[src/rtl/iic_reg_seq.sv]
// rtl/iic_reg_seq.sv - register read/write sequencer feeding an I2C master command port
// Expands one latched request into START/WRITE/READ/STOP commands, one outstanding at a time.
module iic_reg_seq #(
    parameter int ASIZE   = 7,
    parameter int TIMEOUT = 65535
) (
    input  logic             clock,
    input  logic             rst,
    input  logic             req_valid,
    output logic             req_ready,
    input  logic             req_rw,
    input  logic [ASIZE-1:0] req_dev,
    input  logic [7:0]       req_reg,
    input  logic [7:0]       req_wdata,
    output logic             cmd_valid,
    input  logic             cmd_ready,
    output logic [1:0]       cmd_op,
    output logic [7:0]       cmd_data,
    input  logic             rsp_valid,
    input  logic             rsp_nack,
    input  logic [7:0]       rsp_data,
    output logic             done_valid,
    output logic [1:0]       done_err,
    output logic [7:0]       done_rdata,
    output logic             busy
);
    localparam logic [1:0]  OP_START    = 2'd0;
    localparam logic [1:0]  OP_WRITE    = 2'd1;
    localparam logic [1:0]  OP_READ     = 2'd2;
    localparam logic [1:0]  OP_STOP     = 2'd3;
    localparam logic [1:0]  ERR_OK      = 2'd0;
    localparam logic [1:0]  ERR_NACK    = 2'd1;
    localparam logic [1:0]  ERR_TIMEOUT = 2'd2;
    localparam logic [15:0] CNT_LAST    = 16'(TIMEOUT - 1);

    typedef enum logic [1:0] {S_IDLE, S_CMD, S_RSP, S_DONE} state_t;

    state_t           state, state_n;
    logic [2:0]       step, step_n;
    logic [1:0]       err, err_n;
    logic [7:0]       rdata, rdata_n;
    logic [15:0]      cnt, cnt_n;
    logic             rw_q;
    logic [ASIZE-1:0] dev_q;
    logic [7:0]       reg_q, wdata_q;
    logic [2:0]       last_step;
    logic [9:0]       cur_cmd, next_cmd;

    // {op, data} for a step; steps 3..4 differ between write and read sequences
    function automatic logic [9:0] step_cmd(input logic [2:0] s, input logic rw,
                                            input logic [ASIZE-1:0] dev,
                                            input logic [7:0] rg, input logic [7:0] wd);
        logic [9:0] c;
        case (s)
            3'd0:    c = {OP_START, 8'h00};
            3'd1:    c = {OP_WRITE, 8'({dev, 1'b0})};
            3'd2:    c = {OP_WRITE, rg};
            3'd3:    c = rw ? {OP_START, 8'h00} : {OP_WRITE, wd};
            3'd4:    c = rw ? {OP_WRITE, 8'({dev, 1'b1})} : {OP_STOP, 8'h00};
            3'd5:    c = {OP_READ, 8'h01};
            default: c = {OP_STOP, 8'h00};
        endcase
        return c;
    endfunction

    assign last_step = rw_q ? 3'd6 : 3'd4;
    assign cur_cmd   = step_cmd(step, rw_q, dev_q, reg_q, wdata_q);
    assign next_cmd  = step_cmd(step_n, rw_q, dev_q, reg_q, wdata_q);

    always_comb begin
        state_n = state;
        step_n  = step;
        err_n   = err;
        rdata_n = rdata;
        cnt_n   = cnt;
        case (state)
            S_IDLE: begin
                if (req_valid) begin
                    state_n = S_CMD;
                    step_n  = 3'd0;
                    err_n   = ERR_OK;
                    rdata_n = 8'h00;
                end
            end
            S_CMD: begin
                if (cmd_ready) begin
                    state_n = S_RSP;
                    cnt_n   = 16'd0;
                end
            end
            S_RSP: begin
                cnt_n = cnt + 16'd1;
                if (rsp_valid) begin
                    if (cur_cmd[9:8] == OP_READ) rdata_n = rsp_data;
                    if (step == last_step) begin
                        state_n = S_DONE;
                    end else if (cur_cmd[9:8] == OP_WRITE && rsp_nack) begin
                        err_n   = ERR_NACK;
                        step_n  = last_step;
                        state_n = S_CMD;
                    end else begin
                        step_n  = step + 3'd1;
                        state_n = S_CMD;
                    end
                end else if (cnt == CNT_LAST) begin
                    // a timed-out STOP after a NACK still reports the timeout
                    err_n   = ERR_TIMEOUT;
                    state_n = S_DONE;
                end
            end
            S_DONE:  state_n = S_IDLE;
            default: state_n = S_IDLE;
        endcase
    end

    always_ff @(posedge clock or posedge rst) begin
        if (rst) begin
            state      <= S_IDLE;
            step       <= 3'd0;
            err        <= ERR_OK;
            rdata      <= 8'h00;
            cnt        <= 16'd0;
            rw_q       <= 1'b0;
            dev_q      <= '0;
            reg_q      <= 8'h00;
            wdata_q    <= 8'h00;
            req_ready  <= 1'b1;
            busy       <= 1'b0;
            cmd_valid  <= 1'b0;
            cmd_op     <= OP_START;
            cmd_data   <= 8'h00;
            done_valid <= 1'b0;
            done_err   <= ERR_OK;
            done_rdata <= 8'h00;
        end else begin
            state <= state_n;
            step  <= step_n;
            err   <= err_n;
            rdata <= rdata_n;
            cnt   <= cnt_n;
            if (state == S_IDLE && req_valid) begin
                rw_q    <= req_rw;
                dev_q   <= req_dev;
                reg_q   <= req_reg;
                wdata_q <= req_wdata;
            end
            // outputs are registered copies of the next-state decode
            req_ready <= (state_n == S_IDLE);
            busy      <= (state_n != S_IDLE);
            cmd_valid <= (state_n == S_CMD);
            if (state_n == S_CMD) begin
                cmd_op   <= next_cmd[9:8];
                cmd_data <= next_cmd[7:0];
            end
            done_valid <= (state_n == S_DONE);
            done_err   <= (state_n == S_DONE) ? err_n : ERR_OK;
            done_rdata <= (state_n == S_DONE && err_n == ERR_OK) ? rdata_n : 8'h00;
        end
    end
endmodule

[config.mk]
export PLATFORM = sky130hd
export DESIGN_NAME = iic_reg_seq
export DESIGN_NICKNAME = d
export VERILOG_FILES = /design/src/rtl/iic_reg_seq.sv
export SDC_FILE = /design/constraint.sdc
export NUM_CORES = 1
export LEC_CHECK = 0
export ABC_CLOCK_PERIOD_IN_PS = 4900
export BUFFER_PORTS_ARGS = -buffer_cell sky130_fd_sc_hd__buf_2
export CORE_MARGIN = 5
export CORE_UTILIZATION = 50
export DETAILED_ROUTE_END_ITERATION = 6
export GPL_TIMING_DRIVEN = 0
export PLACE_DENSITY = 0.68
export REMOVE_ABC_BUFFERS = 1
export SLEW_MARGIN = 20
export SYNTH_ARGS = -nofsm -noshare
export SYNTH_HDL_FRONTEND = slang
export SYNTH_SLANG_ARGS = --single-unit
[constraint.sdc]
create_clock -name clock -period 4.9 [get_ports clock]
set_input_delay 0.735 -clock clock [delete_from_list [all_inputs] [get_ports clock]]
set_output_delay 0.735 -clock clock [all_outputs]
set_load 0.02 [all_outputs]
Word-level counts from Yosys, hierarchy flattened
Cells that the tools add are included.
{ "word_totals": {"output_inout_bits": 24, "regBits": 79} }
{ "classes": {"reduce_logical": 11, "n_addsub": 2, "n_eq_ne": 20, "mux": 30} }
{ "op_table": {"columns": ["cell", "count"], "rows": [
  ["10-bit one-hot mux with 6 select lines", 2],
  ["8-bit 2-to-1 mux", 4],
  ["16-bit one-hot mux with 2 select lines", 1],
  ["2-bit 2-to-1 mux", 12],
  ["16-bit by 1-bit adder with 16-bit output, second input constant", 1],
  ["16-bit equality test, second input constant", 1],
  ["16-bit 2-to-1 mux", 1],
  ["8-bit one-hot mux with 2 select lines", 1],
  ["3-bit by 2-bit equality test with 1-bit output, second input constant", 4],
  ["3-bit equality test, second input constant", 4],
  ["3-bit 2-to-1 mux", 4],
  ["10-bit 2-to-1 mux", 1],
  ["9-bit 2-to-1 mux", 1],
  ["2-bit equality test, second input constant", 4],
  ["2-bit one-hot mux with 4 select lines", 1],
  ["2-bit by 1-bit equality test with 1-bit output, second input constant", 3],
  ["3-bit by 1-bit equality test with 1-bit output, second input constant", 2],
  ["2-bit logical NOT", 3],
  ["3-bit logical NOT", 2],
  ["3-bit one-hot mux with 2 select lines", 1],
  ["2-bit one-hot mux with 2 select lines", 1],
  ["2-bit nonzero test", 2],
  ["3-bit by 1-bit adder with 3-bit output, second input constant", 1],
  ["3-bit equality test", 1],
  ["other kinds (3)", 5]
]} }

Longest topological paths before layout
Gate-level depths: netlist (run 1).
{ "logic_depth": {"depth_word": 11, "depth_mapped": 10} }

Worst setup path after synthesis (run 1)
Ideal clock, no wire load.
{ "synth_timing": {"kind": "register to register", "start": "reg step[1]", "end": "reg cmd_data[1]", "period_less_slack_ns": 2.525, "path_stages_with_launch": 10, "slack_ns": 2.375, "arrival_time_ns": 2.459, "setup_time_ns": 0.066, "required_time_ns": 4.834, "path_cell_list": "dfrtp_1 > inv_1 > ha_1 > nor2b_1 > o31ai_4 > nand3_1 > o2bb2ai_4 > or3b_4 > a211oi_4 > a221o_1"} }
{ "synth_via": {"elab_chain_cells": 10, "elab_cells_between_ends": 27, "classes_between": "add/sub (1); eq/ne (13); mux (10); reduce/logical (3)"} }
{ "synth_rtl": {"columns": ["item", "line_no", "source"], "rows": [
  ["start, declared", "39", "logic [2:0] step, step_n;"],
  ["start signal, assigned", "137", "step <= step_n;"],
  ["3-bit equality test (tied with other cells)", "54", "case (s)"],
  ["10-bit one-hot mux with 6 select lines", "54", null],
  ["2-bit by 1-bit equality test with 1-bit output", "97", "end else if (cur_cmd[9:8] == OP_WRITE && rsp_nack) begin"],
  ["1-bit logical AND", "97", null],
  ["3-bit 2-to-1 mux", "97", null],
  ["3-bit 2-to-1 mux", "95", "if (step == last_step) begin"],
  ["3-bit 2-to-1 mux", "93", "if (rsp_valid) begin"],
  ["3-bit one-hot mux with 2 select lines", "76", "case (state)"],
  ["3-bit equality test (tied with other cells)", "54", null],
  ["10-bit one-hot mux with 6 select lines", "54", null],
  ["end signal, assigned", "153", "cmd_data <= next_cmd[7:0];"],
  ["end, declared", "18", "output logic [7:0] cmd_data,"]
]} }
Several ways; a longest one is shown, not always the timed one.
A chain may end at the register's enable or synchronous reset.

Worst setup path after layout (run 1)
{ "layout_timing": {"start": "reg step[1]", "end": "reg cmd_data[4]"} }
The elaborated chain is that of the path after synthesis.

==> results of run 1 <==
-- through the flow --
step | hold slack [ns] | total power [mW] | setup slack (ns) | instance area (µm²)
global placement | 0.4516 | 1.691 | 1.189 | 3995
floorplan | 0.4379 | 1.499 | 2.143 | 3566
finish | 0.4135 | 2.153 | 1.830 | 4223
global route | 0.4317 | 2.316 | 1.649 | 4223
CTS | 0.4135 | 2.177 | 1.827 | 4222
detailed placement | 0.4560 | 1.721 | 1.878 | 4038
-- synthesized netlist by cell type (3+ instances only) --
cell                       number  area [µm²]
sky130_fd_sc_hd__xor2_1         3       26.28
sky130_fd_sc_hd__nor2_1        13       48.80
sky130_fd_sc_hd__nor2b_1       16       100.1
sky130_fd_sc_hd__nand2_1       98       367.9
sky130_fd_sc_hd__nand3_1       18       90.09
sky130_fd_sc_hd__mux2i_1        9       90.09
sky130_fd_sc_hd__o21ai_0       33       165.2
sky130_fd_sc_hd__nor3_1         9       45.04
sky130_fd_sc_hd__clkbuf_1       9       33.78
sky130_fd_sc_hd__a221o_1        7       70.07
sky130_fd_sc_hd__and2_1         3       18.77
sky130_fd_sc_hd__ha_1           7       87.58
sky130_fd_sc_hd__inv_1         16       60.06
sky130_fd_sc_hd__nand4_1        6       37.54
sky130_fd_sc_hd__dfrtp_1       78        1952
-- flip-flops by register name, summed over array words and instances, names as in the netlist --
| register | flops |
|---|---|
| busy | 1 |
| cmd_data | 8 |
| cmd_op | 2 |
| cmd_valid | 1 |
| cnt | 16 |
| dev_q | 7 |
| done_err | 2 |
| done_rdata | 8 |
| done_valid | 1 |
| err | 2 |
| rdata | 8 |
| reg_q | 8 |
| req_ready | 1 |
| rw_q | 1 |
| state | 2 |
| step | 3 |
| wdata_q | 8 |
-- cell usage in the layout (no fill, tap or decap), types with 2 or more instances in the layout --
cell and count:
sky130_fd_sc_hd__nand2b_1 2, sky130_fd_sc_hd__nand3_1 18, sky130_fd_sc_hd__a31oi_1 2, sky130_fd_sc_hd__nand4_1 6, sky130_fd_sc_hd__nor3b_2 2, sky130_fd_sc_hd__or2_2 2
sky130_fd_sc_hd__nor3_1 9, sky130_fd_sc_hd__and4_1 2, sky130_fd_sc_hd__o21ai_1 2, sky130_fd_sc_hd__a221o_1 7, sky130_fd_sc_hd__o21ai_0 33, sky130_fd_sc_hd__xor2_1 3
sky130_fd_sc_hd__nor2b_1 16, sky130_fd_sc_hd__nand2_1 98, sky130_fd_sc_hd__clkbuf_8 11, sky130_fd_sc_hd__inv_1 15, sky130_fd_sc_hd__clkinvlp_4 2, sky130_fd_sc_hd__nor4_1 2
sky130_fd_sc_hd__dfrtp_1 78, sky130_fd_sc_hd__nor2_1 13, sky130_fd_sc_hd__buf_2 61, sky130_fd_sc_hd__ha_1 7, sky130_fd_sc_hd__a21oi_1 2, sky130_fd_sc_hd__mux2i_1 9
sky130_fd_sc_hd__and2_1 2
-- final timing paths --
path,endpoint,start,depth (start not counted)
worst max-delay path,cmd_data[4],step[1],9
min in group clock,wdata_q[1],wdata_q[1],2
worst max register to register,cmd_data[4],step[1],9
max in group asynchronous,dev_q[3],rst,3
worst min register to register,wdata_q[1],wdata_q[1],2
worst min-delay path,rdata[7],rst,2
-- routing by layer --
layer | vias to the layer above | GRT usage | wire [µm]
met1 | 1335 | 0.2515 | 3634
met5 | - | 0 | 0
met4 | 0 | 0.08768 | 159
met3 | 15 | 0.03473 | 237
met2 | 54 | 0.2618 | 3471
li1 | 1385 | - | -
-- kinds of logic (layout without fill, tap and decap cells) --
kind of cell,after synthesis,after routing,share of synthesized area
simple gates,180,180,0.2309
fa+ha+maj,7,7,0.02401
compound gates,62,62,0.1297
flops,79,79,0.5424
xor+xnor,4,4,0.009607
mux,9,9,0.02470
buf+inv,32,95,0.03877
-- final cells by class --
class | instances | area share
flip-flops and latches | 79 | 0.4684
clock buffers | 12 | 0.03674
inverters | 16 | 0.01481
clock inverters | 4 | 0.006815
well taps | 99 | 0.02933
repair buffers | 63 | 0.08059
multi-input cells | 262 | 0.3633
-- where the power goes --
part           internal, mW  leakage, nW  switching [mW]
Sequential            0.818         1.05           0.123
Clock                 0.213       0.0890           0.234
Combinational         0.271        0.938           0.494
-- worst max-delay path, delay by kind of cell, from the launching register on --
kind / cells / cell delay (ns)
adder cells (fa/ha/maj): 1 / 0.23
buffers and inverters: 1 / 0.12
AO/OA/AOI/OAI: 4 / 1.32
flip-flops: 1 / 0.51
AND/OR/NAND/NOR: 3 / 0.83
==> tab_implementation.tex, run 1 <==
\begin{tabular}{lr}
\hline
Metric & Value \\
\hline
\multicolumn{2}{l}{\textbf{Synthesis}} \\
Sequential element share of the synthesized area & 0.5424 \\
Number of distinct standard cells referenced by the synthesized netlist & 53 \\
Proportion of register bits with asynchronous set or reset after synthesis & 1.000 \\
Number of flops mapped to enable cells by yosys & 0 \\
Number of cells produced by synthesis & 373 \\
Most common flop cell mapped by yosys & sky130\_fd\_sc\_hd\_\_dfrtp\_1 \\
Flip-flop and latch count after synthesis & 79 \\
Warning count from the yosys run & 0 \\
Netlist area before placement & 3647 µm² \\
Synthesized area per cell & 9.778 µm² \\
\multicolumn{2}{l}{\textbf{Pwr}} \\
Maximum vdd drop & 0.2172 mV \\
Standby leakage power & 2.074 nW \\
Pwr per Cell Area & 509.8 nW/µm² \\
\multicolumn{2}{l}{\textbf{Finish}} \\
Total area of multi-input combinational cells & 1534 µm² \\
Fraction of final layout cells sized beyond drive strength 1 & 0.2225 \\
Number of non-filler instances in the completed layout & 535 \\
Number of nets in the finished design & 476 \\
FILL cells & 638 \\
Final core utilization & 0.5885 \\
Register cell area after layout & 1978 µm² \\
Antenna cells & 0 \\
Layout Area Growth over Synthesis & 15.78\% \\
\multicolumn{2}{l}{\textbf{Clock tree}} \\
Number of cells upsized or downsized after cts & 0 \\
Number of hold-repair buffers added at the cts stage & 0 \\
Clock insertion delay at the later pin of the skew report & 0.34 ns \\
Cell at the root of the clock tree & sky130\_fd\_sc\_hd\_\_clkbuf\_8 \\
Clock tree from TritonCTS & yes \\
\# Post-CTS Setup Buffers & 0 \\
TritonCTS sink count & 79 \\
Clock tree buffer depth & 2 \\
Clock-pin slew reported for the worst setup and hold paths after clock tree synthesis & 0.08 ns \\
Clock buffers created by TritonCTS & 9 \\
Maximum level of the CTS H-tree & 3 \\
\multicolumn{2}{l}{\textbf{Timing}} \\
Worst setup skew after layout & 0.009178 ns \\
Max-slew headroom & 0.3215 \\
Worst slew pin tran & 1.015 ns \\
Shortest period the worst path allows & 3.070 ns \\
Final setup violating endpoints & 0 \\
Highest attainable clock frequency & 325.7 MHz \\
Unrepaired setup endpoints after global routing & false \\
Total count of hold-check failures in the final report & 0 \\
Final Max Tran Viols & 0 \\
Post-route fraction of the period consumed by the critical path & 0.6266 \\
Final-layout setup total negative slack & 0 ns \\
\multicolumn{2}{l}{\textbf{Run status}} \\
Outcome & complete, no violations \\
\multicolumn{2}{l}{\textbf{Global route}} \\
First-pass GRT wire length & 12440 µm \\
Total routing usage reported by global routing & 0.1777 \\
Residual overflow from global routing & 0 \\
Number of antenna violations at the first check in global routing & 0 \\
Vias in the first global route & 2658 \\
Largest net degree at the start of global routing & 47 \\
\multicolumn{2}{l}{\textbf{Setup path}} \\
Worst EP required & 5.18 ns \\
CP Data Arrival Time & 3.35 ns \\
Largest stage delay, worst path & 0.51 ns \\
Cell type of the slowest stage on the worst timing path & sky130\_fd\_sc\_hd\_\_dfrtp\_1 \\
Worst Path Class, Setup & flop to flop \\
Setup slack, reg-to-reg & 1.83 ns \\
Crit start category & flop \\
Critical path, cell by cell & inv\_1 > ha\_1 > nor2b\_1 > o31ai\_4 > nand3\_1 > o2bb2ai\_4 > or3b\_4 > a211oi\_4 > a221o\_1 \\
Worst Path Max Fanout & 16 \\
Capturing element type of the critical path & flop \\
\multicolumn{2}{l}{\textbf{Detailed routing}} \\
Via count & 2789 \\
Post-route ant nets & 0 \\
DRC Markers & 0 \\
Initial detailed-routing violation count & 90 \\
Drt wl/cell & 14.02 µm \\
Count of TritonRoute iterations in the first routing pass & 4 \\
Total wire length after detailed routing & 7503 µm \\
Vias per Instance & 5.213 \\
\multicolumn{2}{l}{\textbf{Die}} \\
Overall die width & 95.41 µm \\
Initial Utilization & 0.5083 \\
DIE AREA & 9102 µm² \\
Die boundary height & 95.41 µm \\
Core ar. & 7176 µm² \\
\# rows & 31 \\
Number of primary I/O pins & 62 \\
\multicolumn{2}{l}{\textbf{Flow run}} \\
Max-Cap Viols & 0 \\
\multicolumn{2}{l}{\textbf{Placed design}} \\
Detailed placer's ending HPWL & 5073 µm \\
Number of cells in the design after placement & 519 \\
Number of port buffers & 61 \\
Final Wtd Congestion & 0.8269 \\
\multicolumn{2}{l}{\textbf{Worst hold path}} \\
Worst hold-check path type & input pin to asynchronous set/reset pin \\
\hline
\end{tabular}
Note: power is estimated with default switching activity, not from simulation.
==> inputs of run 2 (changes only) <==
--- a/config.mk
+++ b/config.mk
@@ -5,7 +5,8 @@
 export SDC_FILE = /design/constraint.sdc
 export NUM_CORES = 1
 export LEC_CHECK = 0
-export ABC_CLOCK_PERIOD_IN_PS = 4900
+export ABC_AREA = 1
+export ABC_CLOCK_PERIOD_IN_PS = 2960
 export BUFFER_PORTS_ARGS = -buffer_cell sky130_fd_sc_hd__buf_2
 export CORE_MARGIN = 5
 export CORE_UTILIZATION = 50
==> constraint.sdc (replaced) <==
create_clock -name clock -period 2.96 [get_ports clock]
set_input_delay 0.444 -clock clock [delete_from_list [all_inputs] [get_ports clock]]
set_output_delay 0.444 -clock clock [all_outputs]
set_load 0.02 [all_outputs]
==> tab_implementation.tex, run 2 <==
\begin{tabular}{lr}
\hline
Metric & Value \\
\hline
\multicolumn{2}{l}{\textbf{Synthesis}} \\
Simple-gate portion of the synthesized area & 0.3071 \\
Cell type with the largest total area after synthesis & sky130\_fd\_sc\_hd\_\_dfrtp\_1 \\
Leading cell types by total area after synthesis & sky130\_fd\_sc\_hd\_\_dfrtp\_1 51\%, sky130\_fd\_sc\_hd\_\_nand2\_1 13\%, sky130\_fd\_sc\_hd\_\_inv\_1 5.0\% \\
Most instantiated library cell after synthesis & sky130\_fd\_sc\_hd\_\_nand2\_1 \\
Flip-flop and latch count after synthesis & 79 \\
Proportion of netlist area held by the largest area contributor & 0.5091 \\
Number of flops mapped to enable cells by yosys & 0 \\
Synthesized area per cell & 8.444 µm² \\
Number of cells produced by synthesis & 454 \\
Synthesized-area fraction occupied by ao, oa, aoi and oai cells & 0.07148 \\
Proportion of register bits with asynchronous set or reset after synthesis & 1.000 \\
Post-synthesis share of cell area spent on xor and xnor gates & 0.002285 \\
Commonest cells in the netlist & 134 x sky130\_fd\_sc\_hd\_\_nand2\_1, 78 x sky130\_fd\_sc\_hd\_\_dfrtp\_1, 51 x sky130\_fd\_sc\_hd\_\_inv\_1, 36 x sky130\_fd\_sc\_hd\_\_nand3\_1, 35 x sky130\_fd\_sc\_hd\_\_nor2\_1 \\
Synth Area in Adders & 0.02285 \\
Warning count from the yosys run & 0 \\
Most common flop cell mapped by yosys & sky130\_fd\_sc\_hd\_\_dfrtp\_1 \\
Netlist area before placement & 3834 µm² \\
Sequential element share of the synthesized area & 0.5160 \\
Combinational family with the most area after synthesis & simple AND/OR/NAND/NOR gates \\
Multiplexer share of the synthesized area & 0.002611 \\
Number of distinct standard cells referenced by the synthesized netlist & 44 \\
\multicolumn{2}{l}{\textbf{Timing}} \\
Final Max Tran Viols & 0 \\
Max-slew headroom & 0.4442 \\
Final worst setup slack & 0.4413 ns \\
Worst setup skew after layout & 0.01234 ns \\
Unrepaired setup endpoints after global routing & false \\
Highest attainable clock frequency & 397.0 MHz \\
Shortest period the worst path allows & 2.519 ns \\
Post-route fraction of the period consumed by the critical path & 0.8509 \\
Total count of hold-check failures in the final report & 0 \\
Worst hold-check slack & 0.09767 ns \\
Worst slew pin tran & 0.8307 ns \\
Final setup violating endpoints & 0 \\
\multicolumn{2}{l}{\textbf{Finish}} \\
FILL cells & 744 \\
Post-route design area & 4454 µm² \\
Commonest cells after routing, fill and taps aside & 134 x sky130\_fd\_sc\_hd\_\_nand2\_1, 78 x sky130\_fd\_sc\_hd\_\_dfrtp\_1, 61 x sky130\_fd\_sc\_hd\_\_buf\_2 \\
Layout Area Growth over Synthesis & 16.19\% \\
Max FFs per register & 16 \\
Fraction of final layout cells sized beyond drive strength 1 & 0.2241 \\
Total area of multi-input combinational cells & 1558 µm² \\
Commonest non-fill, non-tap cell in the layout & sky130\_fd\_sc\_hd\_\_nand2\_1 \\
Top reg by flops & cnt \\
Register cell area after layout & 1978 µm² \\
Number of non-filler instances in the completed layout & 624 \\
Antenna cells & 0 \\
Number of nets in the finished design & 562 \\
\multicolumn{2}{l}{\textbf{Clock tree}} \\
Cell at the root of the clock tree & sky130\_fd\_sc\_hd\_\_clkbuf\_8 \\
TritonCTS sink count & 79 \\
Clock buffers created by TritonCTS & 9 \\
Clock tree buffer depth & 2 \\
Number of cells upsized or downsized after cts & 0 \\
Number of hold-repair buffers added at the cts stage & 0 \\
Clock tree from TritonCTS & yes \\
Clock-pin slew reported for the worst setup and hold paths after clock tree synthesis & 0.08 ns \\
Maximum level of the CTS H-tree & 3 \\
\# Post-CTS Setup Buffers & 0 \\
Clock insertion delay at the later pin of the skew report & 0.35 ns \\
\multicolumn{2}{l}{\textbf{Global route}} \\
Total routing usage reported by global routing & 0.1743 \\
Vias in the first global route & 3002 \\
Number of antenna violations at the first check in global routing & 0 \\
First-pass GRT wire length & 13520 µm \\
Residual overflow from global routing & 0 \\
Largest net degree at the start of global routing & 47 \\
\multicolumn{2}{l}{\textbf{Die}} \\
Overall die width & 97.57 µm \\
Initial Utilization & 0.5039 \\
DIE AREA & 9519 µm² \\
Core ar. & 7607 µm² \\
\# rows & 32 \\
Number of primary I/O pins & 62 \\
Die boundary height & 97.57 µm \\
\multicolumn{2}{l}{\textbf{Detailed routing}} \\
Initial detailed-routing violation count & 158 \\
Post-route ant nets & 0 \\
Drt wl/cell & 12.68 µm \\
Total wire length after detailed routing & 7912 µm \\
Via count & 3067 \\
Count of TritonRoute iterations in the first routing pass & 4 \\
DRC Markers & 0 \\
Vias per Instance & 4.915 \\
\multicolumn{2}{l}{\textbf{Setup path}} \\
Cell family with the largest share of critical-path delay & simple AND/OR/NAND/NOR gates \\
Largest stage delay, worst path & 0.64 ns \\
CP Data Arrival Time & 2.74 ns \\
Capturing element type of the critical path & flop \\
Critical path, cell by cell & inv\_1 > ha\_1 > nand2\_1 > nor2\_1 > nand3\_1 > nor2\_1 > nor2\_1 > nor2\_1 > nor2\_1 > nor2\_1 > inv\_2 > nor2\_1 > a31oi\_1 \\
Cell type with the highest occurrence count on the critical path & sky130\_fd\_sc\_hd\_\_nor2\_1 \\
Worst Path Buf+Inv & 2 \\
Worst Path Class, Setup & flop to flop \\
Cell type of the slowest stage on the worst timing path & sky130\_fd\_sc\_hd\_\_nor2\_1 \\
Worst EP required & 3.19 ns \\
Crit start category & flop \\
Worst Path Max Fanout & 12 \\
\multicolumn{2}{l}{\textbf{Placed design}} \\
Instance area after placement & 4240 µm² \\
Final Wtd Congestion & 0.8514 \\
Pre-CTS setup slack & 0.4232 ns \\
Number of cells in the design after placement & 608 \\
Detailed placer's ending HPWL & 5684 µm \\
Number of port buffers & 61 \\
\multicolumn{2}{l}{\textbf{Pwr}} \\
Standby leakage power & 2.419 nW \\
Int Power & 2.286 mW \\
Total Power & 3.876 mW \\
Sequential cell fraction of total power & 0.404 \\
Switching component of the power & 1.590 mW \\
Maximum vdd drop & 0.4129 mV \\
Clock power share & 0.225 \\
Comb pwr share & 0.370 \\
Pwr per Cell Area & 870.2 nW/µm² \\
Net Sw Frac & 0.4102 \\
\multicolumn{2}{l}{\textbf{Flow run}} \\
Max-Cap Viols & 0 \\
\multicolumn{2}{l}{\textbf{Run status}} \\
Outcome & complete, no violations \\
\multicolumn{2}{l}{\textbf{Worst hold path}} \\
Worst hold-check path type & input pin to asynchronous set/reset pin \\
\hline
\end{tabular}
run 2: cell count changes in the layout (fill, tap and decap cells not counted), moves of 9 or more:
cell                      change
sky130_fd_sc_hd__inv_1       +35
sky130_fd_sc_hd__inv_2       +10
sky130_fd_sc_hd__nand2_1     +36
sky130_fd_sc_hd__nand3_1     +18
sky130_fd_sc_hd__nand3_2      +9
sky130_fd_sc_hd__nor2_1      +22
sky130_fd_sc_hd__nor2b_1     -16
sky130_fd_sc_hd__o21ai_0     -17
sky130_fd_sc_hd__o21ai_1     +10
run 2: per-layer routing:
metal | global-route usage | wire, µm | vias up
li1 | - | - | 1569
met1 | 0.2299 | 3721 | 1431
met2 | 0.2868 | 3777 | 57
met3 | 0.02943 | 292 | 10
met4 | 0.06816 | 120 | 0
met5 | 0 | 0 | -
run 2: kinds of logic after synthesis:
logic type	count (synthesis)
simple gates	245
flops	79
buf+inv	73
compound gates	48
fa+ha+maj	7
xor+xnor	1
mux	1
run 2: worst paths after layout:
| path | from | end | slack, ns | depth (start not counted) |
|---|---|---|---|---|
| worst max register to register | cnt[0] | cmd_op[0] | 0.44 | 13 |
| worst max-delay path | cnt[0] | cmd_op[0] | 0.44 | 13 |
| max in group asynchronous | rst | cmd_valid | 2.29 | 3 |
| min in group clock | req_reg[6] | reg_q[6] | 0.28 | 3 |
| worst min-delay path | rst | done_rdata[2] | 0.1 | 2 |
| worst min register to register | cnt[13] | cnt[13] | 0.47 | 1 |
run 2: final cells by class:
| cell class | count | share of cell area |
|---|---|---|
| repair buffers | 62 | 0.07472 |
| flip-flops and latches | 79 | 0.4441 |
| clock inverters | 5 | 0.01854 |
| clock buffers | 11 | 0.02949 |
| inverters | 63 | 0.05478 |
| well taps | 102 | 0.02865 |
| multi-input cells | 302 | 0.3497 |
run 2: through the flow:
stage,util,setup TNS [ns]
2_1_floorplan,-,0
3_3_place_gp,0.5535,-35.94
3_5_place_dp,0.5574,0
4_1_cts,0.5855,0
5_1_grt,0.5855,0
6_report,0.5855,0
run 2: power by group through the flow:
stage,Sequential [mW],Clock (mW),Combinational (mW)
global route,1.61,0.941,1.63
global placement,1.58,0,1.41
floorplan,1.65,0,0.969
detailed placement,1.59,0,1.45
CTS,1.57,0.888,1.45
finish,1.57,0.873,1.44
